## src/rtl/dmem_arbiter.sv

```systemverilog
// Two-port arbiter (CPU load/store, DMA/debug) for the single-port 32x64 data memory.
// Define DMEM_ARB_ROUND_ROBIN_EN for round-robin tie-breaking; default is fixed CPU priority.
module dmem_arbiter #(
    parameter int AW = 64,
    parameter int DW = 64
) (
    input  logic          clk,
    input  logic          rst_n,

    input  logic          cpu_req_valid,
    output logic          cpu_req_ready,
    input  logic          cpu_req_write,
    input  logic [AW-1:0] cpu_req_addr,
    input  logic [DW-1:0] cpu_req_wdata,
    output logic          cpu_rsp_valid,
    output logic [DW-1:0] cpu_rsp_rdata,

    input  logic          dma_req_valid,
    output logic          dma_req_ready,
    input  logic          dma_req_write,
    input  logic [AW-1:0] dma_req_addr,
    input  logic [DW-1:0] dma_req_wdata,
    output logic          dma_rsp_valid,
    output logic [DW-1:0] dma_rsp_rdata,

    output logic [AW-1:0] mem_addr,
    output logic [DW-1:0] mem_wdata,
    output logic          mem_read,
    output logic          mem_write,
    input  logic [DW-1:0] mem_rdata
);

    typedef enum logic [1:0] {
        IDLE   = 2'd0,
        ACCESS = 2'd1,
        RESP   = 2'd2
    } state_t;

    state_t state;
    logic   owner;          // 0 = CPU, 1 = DMA
    logic   dma_wins_tie;
    logic   gnt_cpu;
    logic   gnt_dma;
    logic   hs;

`ifdef DMEM_ARB_ROUND_ROBIN_EN
    logic last_dma;         // most recent grant went to the DMA port

    assign dma_wins_tie = ~last_dma;
`else
    assign dma_wins_tie = 1'b0;
`endif

    assign gnt_cpu = cpu_req_valid & ~(dma_req_valid & dma_wins_tie);
    assign gnt_dma = dma_req_valid & ~gnt_cpu;

    // Ready is gated by rst_n so nothing is granted while reset is held.
    assign cpu_req_ready = rst_n & (state == IDLE) & gnt_cpu;
    assign dma_req_ready = rst_n & (state == IDLE) & gnt_dma;
    assign hs            = cpu_req_ready | dma_req_ready;

    always_ff @(posedge clk or negedge rst_n) begin
        if (!rst_n) begin
            state         <= IDLE;
            owner         <= 1'b0;
            mem_addr      <= '0;
            mem_wdata     <= '0;
            mem_read      <= 1'b0;
            mem_write     <= 1'b0;
            cpu_rsp_valid <= 1'b0;
            dma_rsp_valid <= 1'b0;
            cpu_rsp_rdata <= '0;
            dma_rsp_rdata <= '0;
`ifdef DMEM_ARB_ROUND_ROBIN_EN
            last_dma      <= 1'b0;
`endif
        end else begin
            case (state)
                IDLE: begin
                    mem_read  <= 1'b0;
                    mem_write <= 1'b0;
                    if (hs) begin
                        state     <= ACCESS;
                        owner     <= gnt_dma;
                        mem_addr  <= gnt_dma ? dma_req_addr  : cpu_req_addr;
                        mem_wdata <= gnt_dma ? dma_req_wdata : cpu_req_wdata;
                        mem_write <= gnt_dma ? dma_req_write  : cpu_req_write;
                        mem_read  <= gnt_dma ? ~dma_req_write : ~cpu_req_write;
`ifdef DMEM_ARB_ROUND_ROBIN_EN
                        last_dma  <= gnt_dma;
`endif
                    end
                end
                ACCESS: begin
                    // The rising edge of mem_read at ACCESS entry refreshed mem_rdata.
                    if (mem_read) begin
                        if (owner) dma_rsp_rdata <= mem_rdata;
                        else       cpu_rsp_rdata <= mem_rdata;
                    end
                    mem_read      <= 1'b0;
                    mem_write     <= 1'b0;
                    cpu_rsp_valid <= ~owner;
                    dma_rsp_valid <= owner;
                    state         <= RESP;
                end
                RESP: begin
                    cpu_rsp_valid <= 1'b0;
                    dma_rsp_valid <= 1'b0;
                    state         <= IDLE;
                end
                default: begin
                    mem_read      <= 1'b0;
                    mem_write     <= 1'b0;
                    cpu_rsp_valid <= 1'b0;
                    dma_rsp_valid <= 1'b0;
                    state         <= IDLE;
                end
            endcase
        end
    end

endmodule

```

## config.mk

```make
export PLATFORM = sky130hd
export DESIGN_NAME = dmem_arbiter
export DESIGN_NICKNAME = d
export VERILOG_FILES = /design/src/rtl/dmem_arbiter.sv
export SDC_FILE = /design/constraint.sdc
export NUM_CORES = 1
export LEC_CHECK = 0
export CORE_AREA = 5 5 224 226
export CTS_CLUSTER_SIZE = 20
export DETAILED_ROUTE_END_ITERATION = 10
export DIE_AREA = 0 0 229 231
export PLACE_DENSITY = 0.64
export RECOVER_POWER = 100
export SYNTH_ARGS = -nofsm -noshare
export SYNTH_HDL_FRONTEND = slang
export SYNTH_SLANG_ARGS = --single-unit
```

## constraint.sdc

```tcl
create_clock -name clk -period 1.8 [get_ports clk]
set_input_delay 0.36 -clock clk [delete_from_list [all_inputs] [get_ports clk]]
set_output_delay 0.36 -clock clk [all_outputs]
set_load 0.01 [all_outputs]
```

-- Word level (Yosys, flattened, before mapping)
Index checks and enable logic that the tools add are counted.
- input port bits: 326
- memories: 0
- word-level logic and storage cells: 38
- RAM bits: 0
- bits in latches: 0
- output and inout port bits: 262
- ROM bits: 0
- flip-flop bits (word level): 263
- divide/modulo/power cells: 0
- add/subtract/negate cells: 0
- equal/unequal tests: 3
- multiply operators: 0
- order comparisons: 0
- muxes and demuxes: 12
- shift-type cells: 0
- reduce and logical (&&, ||, !) cells: 4
- bitwise operators: 9
- operators by type and width (cell ; count):
    $mux W64 ; 2
    $pmux W1 S2 ; 4
    $reduce_and A3 Y1 ; 2
    $and A1 B1 Y1 ; 4
    $mux W1 ; 4
    $not A1 Y1 ; 4
    $pmux W2 S2 ; 1
    $eq A2 B1 Y1 const B ; 1
    $eq A2 B2 Y1 const B ; 1
    $logic_not A2 Y1 ; 1
    $mux W2 ; 1
    $ne A2 B2 Y1 const B ; 1
    $reduce_and A2 Y1 ; 1
    $or A1 B1 Y1 ; 1

-- Longest topological paths before layout
- word-level depth: 6
- mapped depth: 6
- depth with buffers taken out: 4

-- Least setup slack after synthesis
OpenSTA, ideal clock, no wires.
- path type: register to register
- start: register state[0]
- end: register mem_addr[0]
- period minus slack after synthesis: 1.597 ns
- required time: 1.675 ns
- arrival time: 1.472 ns
- library setup time: 0.125 ns
- stages on the path, launching flop included: 7
- buffers on the path: 2
- setup slack: 0.203 ns
- path through: dfrtp_1 nor3b_2 o21ai_2 inv_2 buf_12 buf_12 mux2_4
- word-level cells in the longest chain between the ends: 5
- elaborated cells between the ends (all ways): 6
- those cells by class: bitwise: 4; reduce/logical: 2
- ends and longest elaborated chain (what ; line ; text):
    start: declaration ; 39 ; state_t state;
    start signal: assignment ; 64 ; state <= IDLE;
    start signal: assignment ; 83 ; state <= ACCESS;
    start signal: assignment ; 104 ; state <= RESP;
    $logic_not A2 Y1 * ; 58, 59, 78 ;
    $and A1 B1 Y1 ; 58, 59 ;
    $and A1 B1 Y1 (on tied branches) ; 58, 59 ;
    $or A1 B1 Y1 ; 60 ; assign hs = cpu_req_ready | dma_req_ready;
    $reduce_and A2 Y1 (no line) * ; - ;
    end signal: assignment ; 85 ; mem_addr <= gnt_dma ? dma_req_addr : cpu_req_addr;
    end: declaration ; 26 ; output logic [AW-1:0] mem_addr,
Mark *: on every way between the ends. The rest lies on a longest branch, timed or not.
A chain may end at the register's enable or synchronous reset.

-- Worst setup path after layout
- start: register state[0]
- end: output dma_req_ready
- word-level cells in the longest chain between the ends: 3
- ends and longest elaborated chain (what ; line ; text):
    $logic_not A2 Y1 ; 59 ; assign dma_req_ready = rst_n & (state == IDLE) & gnt_dma;
    $and A1 B1 Y1 (2 in series) ; 59 ;
    end: declaration ; 19 ; output logic dma_req_ready,
Every way passes these cells.

==> reports/results.tsv <==
stage	metric	value	unit
drt	DR WL/cell	20.5	um
status	violated checks	setup timing	
drt	wirelength, routed	41.2	mm
clock_network	Clock transition at path regs	0.06	ns
synth	cells taking the most area after synthesis	sky130_fd_sc_hd__dfrtp_1, sky130_fd_sc_hd__mux2_4, sky130_fd_sc_hd__mux2_2	
drt	number of design-rule violations left by the first detailed-router iteration	267	
grt	sum of overflow across all layers after global routing	0	
worst_setup_path	critical-path maximum fanout	3	
worst_setup_path	startpoint types	flip-flop	
worst_setup_path	cell type group with the largest total delay on the critical path	flip-flops	
worst_hold_path	Min-Delay Path Class	input port to flip-flop	
sta	final clock period utilization by the worst path	111	%
place	placer congestion estimate	0.762	
floorplan	I/O pin count	588	
drt	number of optimization iterations in the first detailed-route pass	4	
flow_run	Max Cap Viol	0	
clock_network	number of clock buffers inserted by TritonCTS	31	
synth	mean post-synth cell area	17.6	um^2
sta	measured slew at the worst slew-check pin	0.902	ns
synth	Synth Register Bits	263	
cells_and_area	post-layout util	42.3	%
status	outcome	finished, violations left	
worst_setup_path	highest-delay cell along the critical path	sky130_fd_sc_hd__dfrtp_1	
clock_network	later-pin clock latency in the skew report	0.58	ns
clock_network	Max H-tree Level	1	
drt	vias per std cell	4.20	
clock_network	TritonCTS clock tree	built	
grt	vias in the first global route	9502	
sta	final setup violation count	130	
clock_network	clock net sink count	263	
synth	number of enable-type register cells in the synthesized netlist	0	
sta	normalized max-slew margin	39.8	%
worst_setup_path	series of cell instances along the critical path	nor3b_2, buf_4, and3b_1, buf_2	
synth	Primary FF master, synth	sky130_fd_sc_hd__dfrtp_1	
worst_setup_path	Setup crit end kind	output port	
worst_setup_path	Crit path required time	1.44	ns
synth	cell types with the highest counts after synthesis	sky130_fd_sc_hd__dfrtp_1, sky130_fd_sc_hd__mux2_4, sky130_fd_sc_hd__mux2_2	
synth	number of synthesis warnings	0	
cells_and_area	antenna fix cells	0	
power_and_ir_drop	Leakage Power	0.00952	uW
floorplan	total number of placement rows	81	
power_and_ir_drop	power density over cell area	1160	mW/mm^2
grt	wire length of the first global-routing pass	59.9	mm
floorplan	die width	229	um
floorplan	Starting Density	25.9	%
sta	RSZ-0062 raised after global routing	true	
drt	Antenna Nets Post-Route	0	
grt	largest net degree at the start of global routing	149	
worst_setup_path	maximum cell stage delay along the critical path	0.39	ns
synth	library cell occupying the most area in the post-synthesis netlist	sky130_fd_sc_hd__dfrtp_1	
cells_and_area	area growth from synthesis to layout	63.4	%
synth	count of cell types in the netlist	25	
drt	vias	8417	
place	Placement Setup Slack	-0.416	ns
sta	worst hold margin	0.409	ns
grt	total global routing track utilization	14.4	%
power_and_ir_drop	IR Drop Worst-Case VDD	0.000573	V
clock_network	Bufs on Longest Clock Path	3	
worst_setup_path	Buf+Inv Stages, Crit Path	2	
sta	least setup slack across all paths after layout	-0.190	ns
cells_and_area	share of cells above drive strength 1	36.3	%
synth	sequential element share of the synthesized area	52.8	%
synth	async set or reset register ratio after synthesis	100	%
floorplan	DIE HEIGHT	231	um
sta	clock period minus final worst setup slack	1.99	ns
sta	Setup Total Neg Slack	-8.08	ns
sta	number of hold violations in the final report	0	
floorplan	die area	0.0529	mm^2
cells_and_area	Final nets	1684	
sta	Peak Freq	503	MHz
worst_setup_path	category of the critical setup timing path	flip-flop to output port	
drt	post-detailed-route DRC marker count	0	
synth	library cell with the highest instance count after synthesis	sky130_fd_sc_hd__dfrtp_1	
sta	setup clock skew after layout	0.0162	ns
synth	Synth Instances	709	
sta	fin. max-slew vios	0	
place	PortBufs	587	
place	Detail Placement HPWL	30.4	mm
synth	nets in the synthesized netlist	1035	
worst_setup_path	CP Data Arrival Time	1.63	ns
synth	fraction of synthesized cell area taken by the top area cell type	52.8	%
grt	number of antenna violations at the first check in global routing	0	
synth	synthesized area	0.0125	mm^2
floorplan	floorplan core area	0.0481	mm^2
clock_network	cell at the root of the clock tree	sky130_fd_sc_hd__clkbuf_16	
-- routing by layer --
| layer | global-route usage, % | vias up | wire, um |
|---|---|---|---|
| met4 | 3.44 | 0 | 970 |
| li1 | - | 3853 | - |
| met5 | 0 | - | 0 |
| met1 | 17.6 | 4174 | 16700 |
| met2 | 24.8 | 341 | 20500 |
| met3 | 4.75 | 49 | 3030 |
-- cell type report --
| type | instances | area [um^2] |
|---|---|---|
| Clock buffer | 50 | 897 |
| Clock inverter | 7 | 77.6 |
| Fill cell | 4468 | 27800 |
| Inverter | 2 | 33.8 |
| Multi-Input combinational cell | 403 | 5360 |
| Sequential cell | 263 | 6580 |
| Tap cell | 622 | 778 |
| Timing Repair Buffer | 654 | 6570 |
| Timing Repair inverter | 3 | 66.3 |
-- cell usage in the layout (no fill, tap or decap), types with 2 or more instances in the layout --
master,count
sky130_fd_sc_hd__buf_16,5
sky130_fd_sc_hd__clkbuf_1,15
sky130_fd_sc_hd__dlygate4sd2_1,258
sky130_fd_sc_hd__dfrtp_1,263
sky130_fd_sc_hd__clkinv_16,2
sky130_fd_sc_hd__buf_6,4
sky130_fd_sc_hd__clkbuf_8,5
sky130_fd_sc_hd__buf_8,5
sky130_fd_sc_hd__inv_16,2
sky130_fd_sc_hd__clkbuf_16,37
sky130_fd_sc_hd__clkinv_2,4
sky130_fd_sc_hd__mux2_1,5
sky130_fd_sc_hd__mux2_4,233
sky130_fd_sc_hd__nor2_1,3
sky130_fd_sc_hd__mux2_2,146
sky130_fd_sc_hd__clkdlybuf4s50_1,324
sky130_fd_sc_hd__buf_4,24
sky130_fd_sc_hd__mux2i_1,3
sky130_fd_sc_hd__buf_12,22
-- cells by family (layout without fill, tap and decap cells) --
family                 count (synthesis)  count (layout)  share of synthesized area [%]
buffers and inverters                 43             716                           4.89
DFF                                  263             263                           52.8
AOI/OAI and AO/OA                      4               4                          0.221
and+or+nand+nor                       12              12                          0.853
muxes                                387             387                           41.2
-- flip-flops by register name, indices dropped and copies added, names as in the netlist --
name / cells
cpu_rsp_rdata: 64
dma_rsp_rdata: 64
mem_addr: 64
mem_wdata: 64
state: 2
cpu_rsp_valid: 1
dma_rsp_valid: 1
mem_read: 1
mem_write: 1
owner: 1
-- stage by stage --
| stage | cell area [um^2] | power (uW) | instances |
|---|---|---|---|
| final | 20400 | 23600 | 2004 |
| after global routing | 20400 | 24800 | 2004 |
| after CTS | 20100 | 23800 | 1997 |
| after detailed placement | 19000 | 18800 | 1924 |
| after global placement | 19000 | 18600 | 1924 |
| after floorplan | 12500 | 12900 | 709 |
-- path summary, 6_finish.rpt --
kind / cells after the start / startpoint / slack [ns] / end
min: 2 / mem_rdata[10] / 0.41 / dma_rsp_rdata[10]$_DFFE_PN0P_
min in group asynchronous: 3 / rst_n / 0.60 / mem_wdata[49]$_DFFE_PN0P_
min reg2reg: 1 / dma_rsp_rdata[12]$_DFFE_PN0P_ / 0.49 / dma_rsp_rdata[12]$_DFFE_PN0P_
max reg2reg: 10 / state[0]$_DFFE_PN0P_ / -0.15 / mem_addr[34]$_DFFE_PN0P_
max: 4 / state[0]$_DFFE_PN0P_ / -0.19 / dma_req_ready
max in group asynchronous: 4 / rst_n / 0.02 / mem_addr[50]$_DFFE_PN0P_
-- power breakdown --
| group | switching, uW | internal [uW] | leakage (uW) |
|---|---|---|---|
| Clock | 2570 | 3540 | 0.000474 |
| Combinational | 3420 | 5090 | 0.00589 |
| Sequential | 1050 | 7920 | 0.00316 |
| Total | 7040 | 16600 | 0.00952 |
-- worst reg2reg max path, delay by kind of cell (launching register included) --
| kind | cells | cell delay [ns] |
|---|---|---|
| compound gates | 1 | 0.06 |
| buf+inv | 7 | 0.89 |
| flops | 1 | 0.39 |
| mux | 1 | 0.30 |
| simple gates | 1 | 0.19 |
-- repair_timing --
action                                  4_1_cts  5_1_grt
hold buffers                                  1        0
pin swaps                                     0        1
resized for setup                           299       57
endpoints found under the setup margin      341      214
setup buffers                                 7        5
gates cloned                                  8        8
hold endpoints to repair                     28        0
Note: power is estimated with default switching activity, not from simulation.
